<file path="config.mk">
export PLATFORM = sky130hd
export DESIGN_NAME = lock_guard_ctrl
export DESIGN_NICKNAME = d
export VERILOG_FILES = /design/src/rtl/lock_pkg.sv /design/src/rtl/lock_key_debounce.sv /design/src/rtl/lock_guard_ctrl.sv
export SDC_FILE = /design/constraint.sdc
export NUM_CORES = 1
export LEC_CHECK = 0
export CORE_MARGIN = 5
export CORE_UTILIZATION = 40
export DETAILED_ROUTE_END_ITERATION = 7
export HOLD_SLACK_MARGIN = 0.1
export PLACE_DENSITY_LB_ADDON = 0.05
export SLEW_MARGIN = 20
export SYNTH_ARGS = -nofsm -noshare
export SYNTH_HDL_FRONTEND = slang
export SYNTH_HIERARCHICAL = 1
export SYNTH_SLANG_ARGS = --single-unit
export TNS_END_PERCENT = 10
</file>
<file path="constraint.sdc">
create_clock -name CLK -period 4.3 [get_ports CLK]
set_input_delay 0.86 -clock CLK [delete_from_list [all_inputs] [get_ports CLK]]
set_output_delay 0.86 -clock CLK [all_outputs]
set_load 0.1 [all_outputs]
</file>
<file path="src/rtl/lock_pkg.sv">
// Shared state encoding and default 50 MHz timing constants for the lock supervisor.
package lock_pkg;

    typedef logic [1:0] state_t;

    localparam state_t ST_IDLE    = 2'd0;
    localparam state_t ST_OPENED  = 2'd1;
    localparam state_t ST_RELOCK  = 2'd2;
    localparam state_t ST_LOCKOUT = 2'd3;

    localparam int unsigned DEB_CYC_50M  = 1_000_000;
    localparam int unsigned OPEN_CYC_50M = 250_000_000;
    localparam int unsigned LOCK_CYC_50M = 1_500_000_000;

    localparam int unsigned TMR_W = 31;

endpackage

</file>
<file path="src/rtl/lock_key_debounce.sv">
// Two-flop synchronizer plus stability counter for one active-low key.
// Emits a one-cycle pulse when the debounced level falls.
module lock_key_debounce #(
    parameter int unsigned DEB_CYC = 4
) (
    input  logic i_clk,
    input  logic i_rst_n,
    input  logic i_key_n,
    output logic o_fall
);

    localparam int unsigned CNT_W = $clog2(DEB_CYC + 1);

    logic             r_sync1;
    logic             r_sync2;
    logic             r_level;
    logic             r_fall;
    logic [CNT_W-1:0] r_cnt;

    logic w_diff;
    logic w_done;

    assign w_diff = (r_sync2 != r_level);
    assign w_done = w_diff && (r_cnt == CNT_W'(DEB_CYC - 32'd1));

    // Level is accepted once it differs from the debounced value for DEB_CYC samples.
    always_ff @(posedge i_clk) begin
        if (!i_rst_n) begin
            r_sync1 <= 1'b1;
            r_sync2 <= 1'b1;
            r_level <= 1'b1;
            r_fall  <= 1'b0;
            r_cnt   <= '0;
        end else begin
            r_sync1 <= i_key_n;
            r_sync2 <= r_sync1;
            r_fall  <= w_done && !r_sync2;
            if (w_done) begin
                r_level <= r_sync2;
                r_cnt   <= '0;
            end else if (w_diff) begin
                r_cnt <= r_cnt + CNT_W'(1);
            end else begin
                r_cnt <= '0;
            end
        end
    end

    assign o_fall = r_fall;

endmodule

</file>
<file path="src/rtl/lock_guard_ctrl.sv">
// Supervisor between the push-buttons and the Lock_Password core: key debounce,
// auto-relock after the open window, failure counting and timed lockout.
module lock_guard_ctrl
    import lock_pkg::*;
#(
    parameter int unsigned DEB_CYC  = DEB_CYC_50M,
    parameter int unsigned OPEN_CYC = OPEN_CYC_50M,
    parameter int unsigned LOCK_CYC = LOCK_CYC_50M,
    parameter int unsigned MAX_FAIL = 3
) (
    input  logic                            CLK,
    input  logic                            RESET,
    input  logic                            KEY_ENTER_N,
    input  logic                            KEY_PRESS_N,
    input  logic                            CORE_OPEN,
    input  logic                            CORE_ERROR,
    output logic                            CORE_ENTER_N,
    output logic                            CORE_PRESS_N,
    output logic                            CORE_RESET,
    output logic                            OPEN,
    output logic                            ALARM,
    output logic [$clog2(MAX_FAIL+1)-1:0]   FAIL_CNT
);

    localparam int unsigned FC_W = $clog2(MAX_FAIL + 1);

    state_t            r_state;
    logic [TMR_W-1:0]  r_timer;
    logic [FC_W-1:0]   r_fail_cnt;
    logic              r_open_d;
    logic              r_err_d;
    logic              r_open_rise;
    logic              r_err_rise;
    logic              r_enter_n;
    logic              r_press_n;
    logic              r_core_reset;
    logic              r_open;
    logic              r_alarm;

    state_t            w_state_nxt;
    logic [TMR_W-1:0]  w_timer_nxt;
    logic [FC_W-1:0]   w_fail_nxt;
    logic [FC_W-1:0]   w_fail_inc;
    logic              w_enter_fall;
    logic              w_press_fall;
    logic              w_idle;

    lock_key_debounce #(.DEB_CYC(DEB_CYC)) u_deb_enter (
        .i_clk   (CLK),
        .i_rst_n (RESET),
        .i_key_n (KEY_ENTER_N),
        .o_fall  (w_enter_fall)
    );

    lock_key_debounce #(.DEB_CYC(DEB_CYC)) u_deb_press (
        .i_clk   (CLK),
        .i_rst_n (RESET),
        .i_key_n (KEY_PRESS_N),
        .o_fall  (w_press_fall)
    );

    assign w_idle     = (r_state == ST_IDLE);
    assign w_fail_inc = (r_fail_cnt == FC_W'(MAX_FAIL)) ? r_fail_cnt : r_fail_cnt + FC_W'(1);

    // Next-state logic; the shared timer counts down to zero in every timed state.
    always_comb begin
        w_state_nxt = r_state;
        w_timer_nxt = r_timer;
        w_fail_nxt  = r_fail_cnt;
        case (r_state)
            ST_IDLE: begin
                if (r_open_rise) begin
                    w_state_nxt = ST_OPENED;
                    w_fail_nxt  = '0;
                    w_timer_nxt = TMR_W'(OPEN_CYC - 32'd1);
                end else if (r_err_rise) begin
                    w_fail_nxt = w_fail_inc;
                    if (w_fail_inc == FC_W'(MAX_FAIL)) begin
                        w_state_nxt = ST_LOCKOUT;
                        w_timer_nxt = TMR_W'(LOCK_CYC - 32'd1);
                    end
                end
            end
            ST_OPENED: begin
                if (r_timer == '0) begin
                    w_state_nxt = ST_RELOCK;
                    w_timer_nxt = TMR_W'(1);
                end else begin
                    w_timer_nxt = r_timer - TMR_W'(1);
                end
            end
            ST_RELOCK: begin
                if (r_timer == '0) begin
                    w_state_nxt = ST_IDLE;
                end else begin
                    w_timer_nxt = r_timer - TMR_W'(1);
                end
            end
            ST_LOCKOUT: begin
                if (r_timer == '0) begin
                    w_state_nxt = ST_IDLE;
                    w_fail_nxt  = '0;
                end else begin
                    w_timer_nxt = r_timer - TMR_W'(1);
                end
            end
            default: begin
                w_state_nxt = ST_IDLE;
                w_timer_nxt = '0;
            end
        endcase
    end

    // Outputs are derived from the next state so they line up with the state register.
    always_ff @(posedge CLK) begin
        if (!RESET) begin
            r_state      <= ST_IDLE;
            r_timer      <= '0;
            r_fail_cnt   <= '0;
            r_open_d     <= 1'b0;
            r_err_d      <= 1'b0;
            r_open_rise  <= 1'b0;
            r_err_rise   <= 1'b0;
            r_enter_n    <= 1'b1;
            r_press_n    <= 1'b1;
            r_core_reset <= 1'b0;
            r_open       <= 1'b0;
            r_alarm      <= 1'b0;
        end else begin
            r_state      <= w_state_nxt;
            r_timer      <= w_timer_nxt;
            r_fail_cnt   <= w_fail_nxt;
            r_open_d     <= CORE_OPEN;
            r_err_d      <= CORE_ERROR;
            r_open_rise  <= CORE_OPEN & ~r_open_d;
            r_err_rise   <= CORE_ERROR & ~r_err_d;
            r_enter_n    <= ~(w_enter_fall & w_idle);
            r_press_n    <= ~(w_press_fall & w_idle);
            r_core_reset <= (w_state_nxt == ST_IDLE) || (w_state_nxt == ST_OPENED);
            r_open       <= (w_state_nxt == ST_OPENED);
            r_alarm      <= (w_state_nxt == ST_LOCKOUT);
        end
    end

    assign CORE_ENTER_N = r_enter_n;
    assign CORE_PRESS_N = r_press_n;
    assign CORE_RESET   = r_core_reset;
    assign OPEN         = r_open;
    assign ALARM        = r_alarm;
    assign FAIL_CNT     = r_fail_cnt;

endmodule

</file>
== Yosys cells after proc, flatten, opt, wreduce, memory -nomap -nowiden ==
Index checks and enable logic that the tools add are counted.

* Register bits: 92
* Latch bits: 0
* Bits in writable memories: 0
* ROM bits: 0
* Input bits: 6
* Output and inout port bits: 7
* Word-level logic and storage cells: 85
* Memories: 0

* Add/subtract/negate cells: 4
* Multipliers: 0
* Div/mod/pow operators: 0
* Magnitude comparators: 0
* Equality and inequality tests: 15
* Shifts and indexed selects: 0
* Mux-type cells: 17
* Bitwise gates (word level): 11
* Reductions and logical operators: 16

{| class="wikitable"
|+ Operators with widths
! cell !! count
|-
| 2-to-1 mux 31 bit || 5
|-
| one-hot mux 31 bit (3 select lines) || 1
|-
| adder 20 x 1 -> 20 bit (second input constant) || 2
|-
| == test 20 bit (second input constant) || 2
|-
| zero test 31 bit || 1
|-
| subtractor 31 x 1 -> 31 bit (second input constant) || 1
|-
| 2-to-1 mux 2 bit || 9
|-
| == test 2 bit (second input constant) || 5
|-
| inverter 1 bit || 7
|-
| one-hot mux 2 bit (3 select lines) || 1
|-
| AND reduction 3 bit || 2
|-
| OR reduction 3 bit || 2
|-
| AND 1 bit || 4
|-
| == test 2 x 1 -> 1 bit (second input constant) || 2
|-
| logical AND 1 bit || 4
|-
| zero test 2 bit || 2
|-
| != test 2 bit (second input constant) || 2
|-
| one-hot mux 2 bit (2 select lines) || 1
|-
| != test 3 x 2 -> 1 bit (second input constant) || 1
|-
| != test 3 bit (second input constant) || 1
|-
| adder 2 x 1 -> 2 bit (second input constant) || 1
|-
| zero test 1 bit || 2
|-
| != test 1 bit || 2
|-
| nonzero test 2 bit || 1
|-
| other kinds (2) || 2
|}

== Logic depth before layout (Yosys ltp) ==
* Depth in word-level cells: 9
* Depth in mapped cells: 9
* Depth with buffers taken out: 7

== By module ==
The synthesis kept the hierarchy.

{| class="wikitable"
|+ Modules (own cells, without submodules)
! module !! times used !! cells an instance !! area each (µm²) !! sequential area each (µm²)
|-
| lock_guard_ctrl || 1 || 293 || 2497.4 || 880.8
|-
| lock_key_debounce || 2 || 121 || 1093.5 || 480.5
|}

== Worst setup path after synthesis ==
No wires, ideal clock.

* Kind: register to register
* Start: register r_fail_cnt[1] (netlist: FAIL_CNT[1])
* End: register r_timer[8]
* Library setup time: 139 ps
* Data arrival time: 1983 ps
* Required time: 4161 ps
* Setup slack: 2178 ps
* Cell stages (with the launch flop): 6
* Path buffers: 0
* Period minus slack after synthesis: 2122 ps
* Cell sequence: dfxtp_1 > and2_1 > nor2_1 > or4_1 > o21ai_0 > a21oi_1

* Word-level cells in the longest chain between the ends: 5
* Elaborated cells between the ends (all ways): 6
* Classes of those cells: add/sub: 1; eq/ne: 3; mux: 1; reduce/logical: 1

{| class="wikitable"
|+ Ends and longest elaborated chain
! what !! line !! source
|-
| start, declared || lock_guard_ctrl.sv:29 || <nowiki>logic [FC_W-1:0] r_fail_cnt;</nowiki>
|-
| start signal, assigned || lock_guard_ctrl.sv:132 || <nowiki>r_fail_cnt <= w_fail_nxt;</nowiki>
|-
| adder 2 x 1 -> 2 bit / == test 2 bit (equally long branches) || lock_guard_ctrl.sv:63 || <nowiki>assign w_fail_inc = (r_fail_cnt == FC_W'(MAX_FAIL)) ? r_fail_cnt : r_fail_cnt + FC_W'(1);</nowiki>
|-
| 2-to-1 mux 2 bit * || lock_guard_ctrl.sv:63 ||
|-
| == test 2 bit * || lock_guard_ctrl.sv:78 || <nowiki>if (w_fail_inc == FC_W'(MAX_FAIL)) begin</nowiki>
|-
| != test 3 x 2 -> 1 bit (no source line) * || n/a ||
|-
| AND reduction 3 bit (no source line) * || n/a ||
|-
| end signal, assigned || lock_guard_ctrl.sv:131 || <nowiki>r_timer <= w_timer_nxt;</nowiki>
|-
| end, declared || lock_guard_ctrl.sv:28 || <nowiki>logic [TMR_W-1:0] r_timer;</nowiki>
|}

Mark *: on every way between the ends. The rest lies on a longest branch, timed or not.
A chain may end at the register's enable or synchronous reset.

== Worst setup path in the final report ==
* Start: register r_fail_cnt[1] (netlist: FAIL_CNT[1])
* End: output port FAIL_CNT[1]

{| class="wikitable"
|+ RTL lines
! what !! line !! source
|-
| end, declared || lock_guard_ctrl.sv:22 || <nowiki>output logic [$clog2(MAX_FAIL+1)-1:0] FAIL_CNT</nowiki>
|}

No word-level cell between the ends.

==> flow_summary.yaml <==
run_status:
  status: "completed"
timing:
  post-route-period-util_pct: 64.9
  finClkSkew_ns: 0.00852
  slew_violations: 0
  hold_violations: 0
  fmax_ghz: 0.359
  hold_ws_ns: 0.376
  fin_crit_ns: 2.79
  max_slew_margin_pct: 33.2
  setup_viol: 0
  rsz0062_at_grt: "false"
  fin_tns_setup_ns: 0
  tightest_slew_ns: 0.995
drt:
  vias: 4023
  ant_nets: 0
  drc: 0
  drtIter0Drc: 248
  routed_wirelength_um: 11800
  wl_per_cell_um: 17.1
  vias_per_cell: 5.83
  dr.pass1.iters: 4
floorplan:
  coreArea_sq_um: 11500
  die-area_sq_um: 14000
  ios: 13
  start_util_pct: 40.9
  die_w_um: 118
  rows: 39
  die_h_um: 118
pwr:
  p_leak_nw: 1.72
  ir_worst_vdd_uv: 210
  p_total_mw: 2.15
  p_per_area_nw_per_um2: 412
clocking:
  clkLatencyLatePin_ns: 0.35
  cts_tree: "yes"
  clk_pin_slew_ns: 0.06
  htree_num_levels: 3
  clock-sinks: 92
  root_buffer: "clkbuf_16"
  hold_buffers: 0
  cts_buffers: 9
  cts_resized: 0
  max-clock-path-buffers: 2
  postCtsSetupRepairBufs: 0
critical_path:
  endpoint_kind: "output port"
  rrSetupSlack_ns: 1.60
  path_cells: "clkdlybuf4s50_1"
  crit_family: "buffers and inverters"
  rr_startpoint: "r_state[1]$_SDFF_PN0_"
  slowest_stage: "clkdlybuf4s50_1"
  cp.arrival_ns: 1.93
  path_class: "reg -> out"
  required_ns: 3.44
  timing.critical_path.buf_inv: 1
  max_stage_delay_ns: 1.17
  startpoint_type: "flip-flop"
  worstReg2RegEnd: "r_timer[21]$_SDFFE_PN0P_"
  r2r_cells: 4
  path_max_fanout: 5
  startpoint: "FAIL_CNT[1]$_SDFFE_PN0P_"
synthesis:
  synth-seq-cells: 92
  synth_seq_area_share_pct: 39.3
  post_synth_instance_area_sq_um: 4680
  synth_area_leaders: "dfxtp_1 39%, nor2_1 5.6%, xnor2_1 4.5%, o221a_2 3.8%, a21oi_1 3.2%"
  avgSynthCellArea_sq_um: 8.76
  syn_nets: 545
  yosys.area.top_type_share_pct: 39.3
  synth.largest_area_cell: "dfxtp_1"
  synth_edf_count: 0
  synthCells: 535
  yosys_warnings: 6
  synth_flop_cell: "dfxtp_1"
  ys_types: 65
  ys_async_sr_fraction_pct: 0
place:
  portBuffers: 12
  place.gp.congestion: 0.857
  dpl.hpwl_um: 8090
hold_path:
  min_to: "CORE_PRESS_N$_SDFF_PN1_"
  hold_depth: 1
  holdCritPathClass: "reg -> reg"
  hold_start: "u_deb_press/o_fall$_SDFF_PN0_"
grt:
  grt_max_degree: 20
  grt_pass1_vias: 3883
  gr-total-overflow: 0
  antenna_found_initial: 0
  grt_pass1_wl_um: 19900
  track_usage_pct: 17.3
finish:
  drive_above_1_share_pct: 12.8
  nNetsFinal: 552
  n_antenna_cell: 0
  layout_common_cells: "92 x dfxtp_1, 70 x nor2_1, 30 x a21oi_1"
  final_common_cell: "dfxtp_1"
  area_delta_synth_final_pct: 11.3
flow_run:
  maxCapViolations: 0
## synthesized netlist by cell type (3+ instances only)
cell type / instances
o31ai_1: 3
buf_2: 6
o221a_2: 16
a211oi_2: 3
a31o_2: 3
nor3_1: 24
clkbuf_1: 10
a211oi_1: 6
o211a_1: 6
nor4_1: 17
ha_1: 4
xor2_1: 6
xnor2_1: 24
nor2b_1: 3
inv_1: 24
a31oi_1: 9
and3_1: 9
nand2b_1: 5
nand4b_1: 4
dfxtp_1: 92
or4_1: 3
nand4_2: 3
or3_1: 8
o21ai_0: 13
and2_1: 5
nor4b_1: 3
o211ai_1: 3
o41ai_1: 5
a21oi_1: 30
buf_6: 5
nor2_1: 70
or4_4: 4
nand3_1: 23
nand2_1: 28
o31a_1: 5
nor4_2: 4
nand4_1: 12
## worst register-to-register path: cells and delay by family (launching register included)
family             cells  cell delay [ns]
and+or+nand+nor        3             1.92
AOI/OAI and AO/OA      1             0.25
DFF                    1             0.44
## through the flow
stage	instance area (sq um)	worst slack [ns]	util, %	instances
floorplan	4680	2.18	-	535
global placement	4900	1.56	42.7	674
detailed placement	4900	1.49	42.7	674
CTS	5210	1.50	45.5	690
global route	5210	1.31	45.5	690
finish	5210	1.51	45.5	690
## registers in the layout, summed over array words and instances (netlist names)
signal / count
CORE_RESET: 1
CORE_ENTER_N: 1
u_deb_enter/r_level: 1
u_deb_enter/r_cnt: 20
u_deb_press/r_level: 1
FAIL_CNT: 2
r_err_rise: 1
r_err_d: 1
ALARM: 1
u_deb_press/o_fall: 1
u_deb_press/r_sync1: 1
r_state: 2
OPEN: 1
u_deb_enter/r_sync1: 1
u_deb_press/r_sync2: 1
u_deb_press/r_cnt: 20
r_open_rise: 1
u_deb_enter/r_sync2: 1
r_open_d: 1
u_deb_enter/o_fall: 1
CORE_PRESS_N: 1
r_timer: 31
## area by class of cell
class / instances / area, sq um
Sequential cell: 92 / 1840
Fill cell: 1106 / 6250
Timing Repair Buffer: 18 / 165
Clock buffer: 10 / 229
Multi-Input combinational cell: 396 / 2620
Tap cell: 143 / 179
Inverter: 25 / 93.8
Clock inverter: 6 / 86.3
## worst max path at each step
| stage | cells after the start | slack [ns] | end |
|---|---|---|---|
| after global routing | 4 | 1.31 | r_timer[21]$_SDFFE_PN0P_ |
| after CTS | 1 | 1.50 | FAIL_CNT[1] |
| after floorplan | 5 | 2.18 | r_timer[8]$_SDFFE_PN0P_ |
| final | 1 | 1.51 | FAIL_CNT[1] |
| after global placement | 4 | 1.56 | r_timer[21]$_SDFFE_PN0P_ |
| after detailed placement | 3 | 1.49 | OPEN$_SDFF_PN0_ |
## report_power, final
group          switching, mW  internal (mW)
combinational          0.220          0.125
clock                  0.347          0.510
sequential            0.0534          0.890
total                  0.620           1.53
## logic make-up after synthesis
| group | Yosys count | synth area share (%) |
|---|---|---|
| flip-flops | 92 | 39.3 |
| AND/OR/NAND/NOR | 246 | 30.1 |
| adder cells (fa/ha/maj) | 4 | 1.07 |
| XOR/XNOR | 30 | 5.61 |
| buffers and inverters | 47 | 4.81 |
| AO/OA/AOI/OAI | 116 | 19.1 |
## routing by layer
metal	track usage [%]	vias to the layer above	routed length, um
met5	0	-	0
met4	7.96	0	311
met3	2.63	24	498
met2	27.5	80	5420
met1	23.2	1912	5540
li1	-	2007	-
Power figures use the tool's default switching activity.
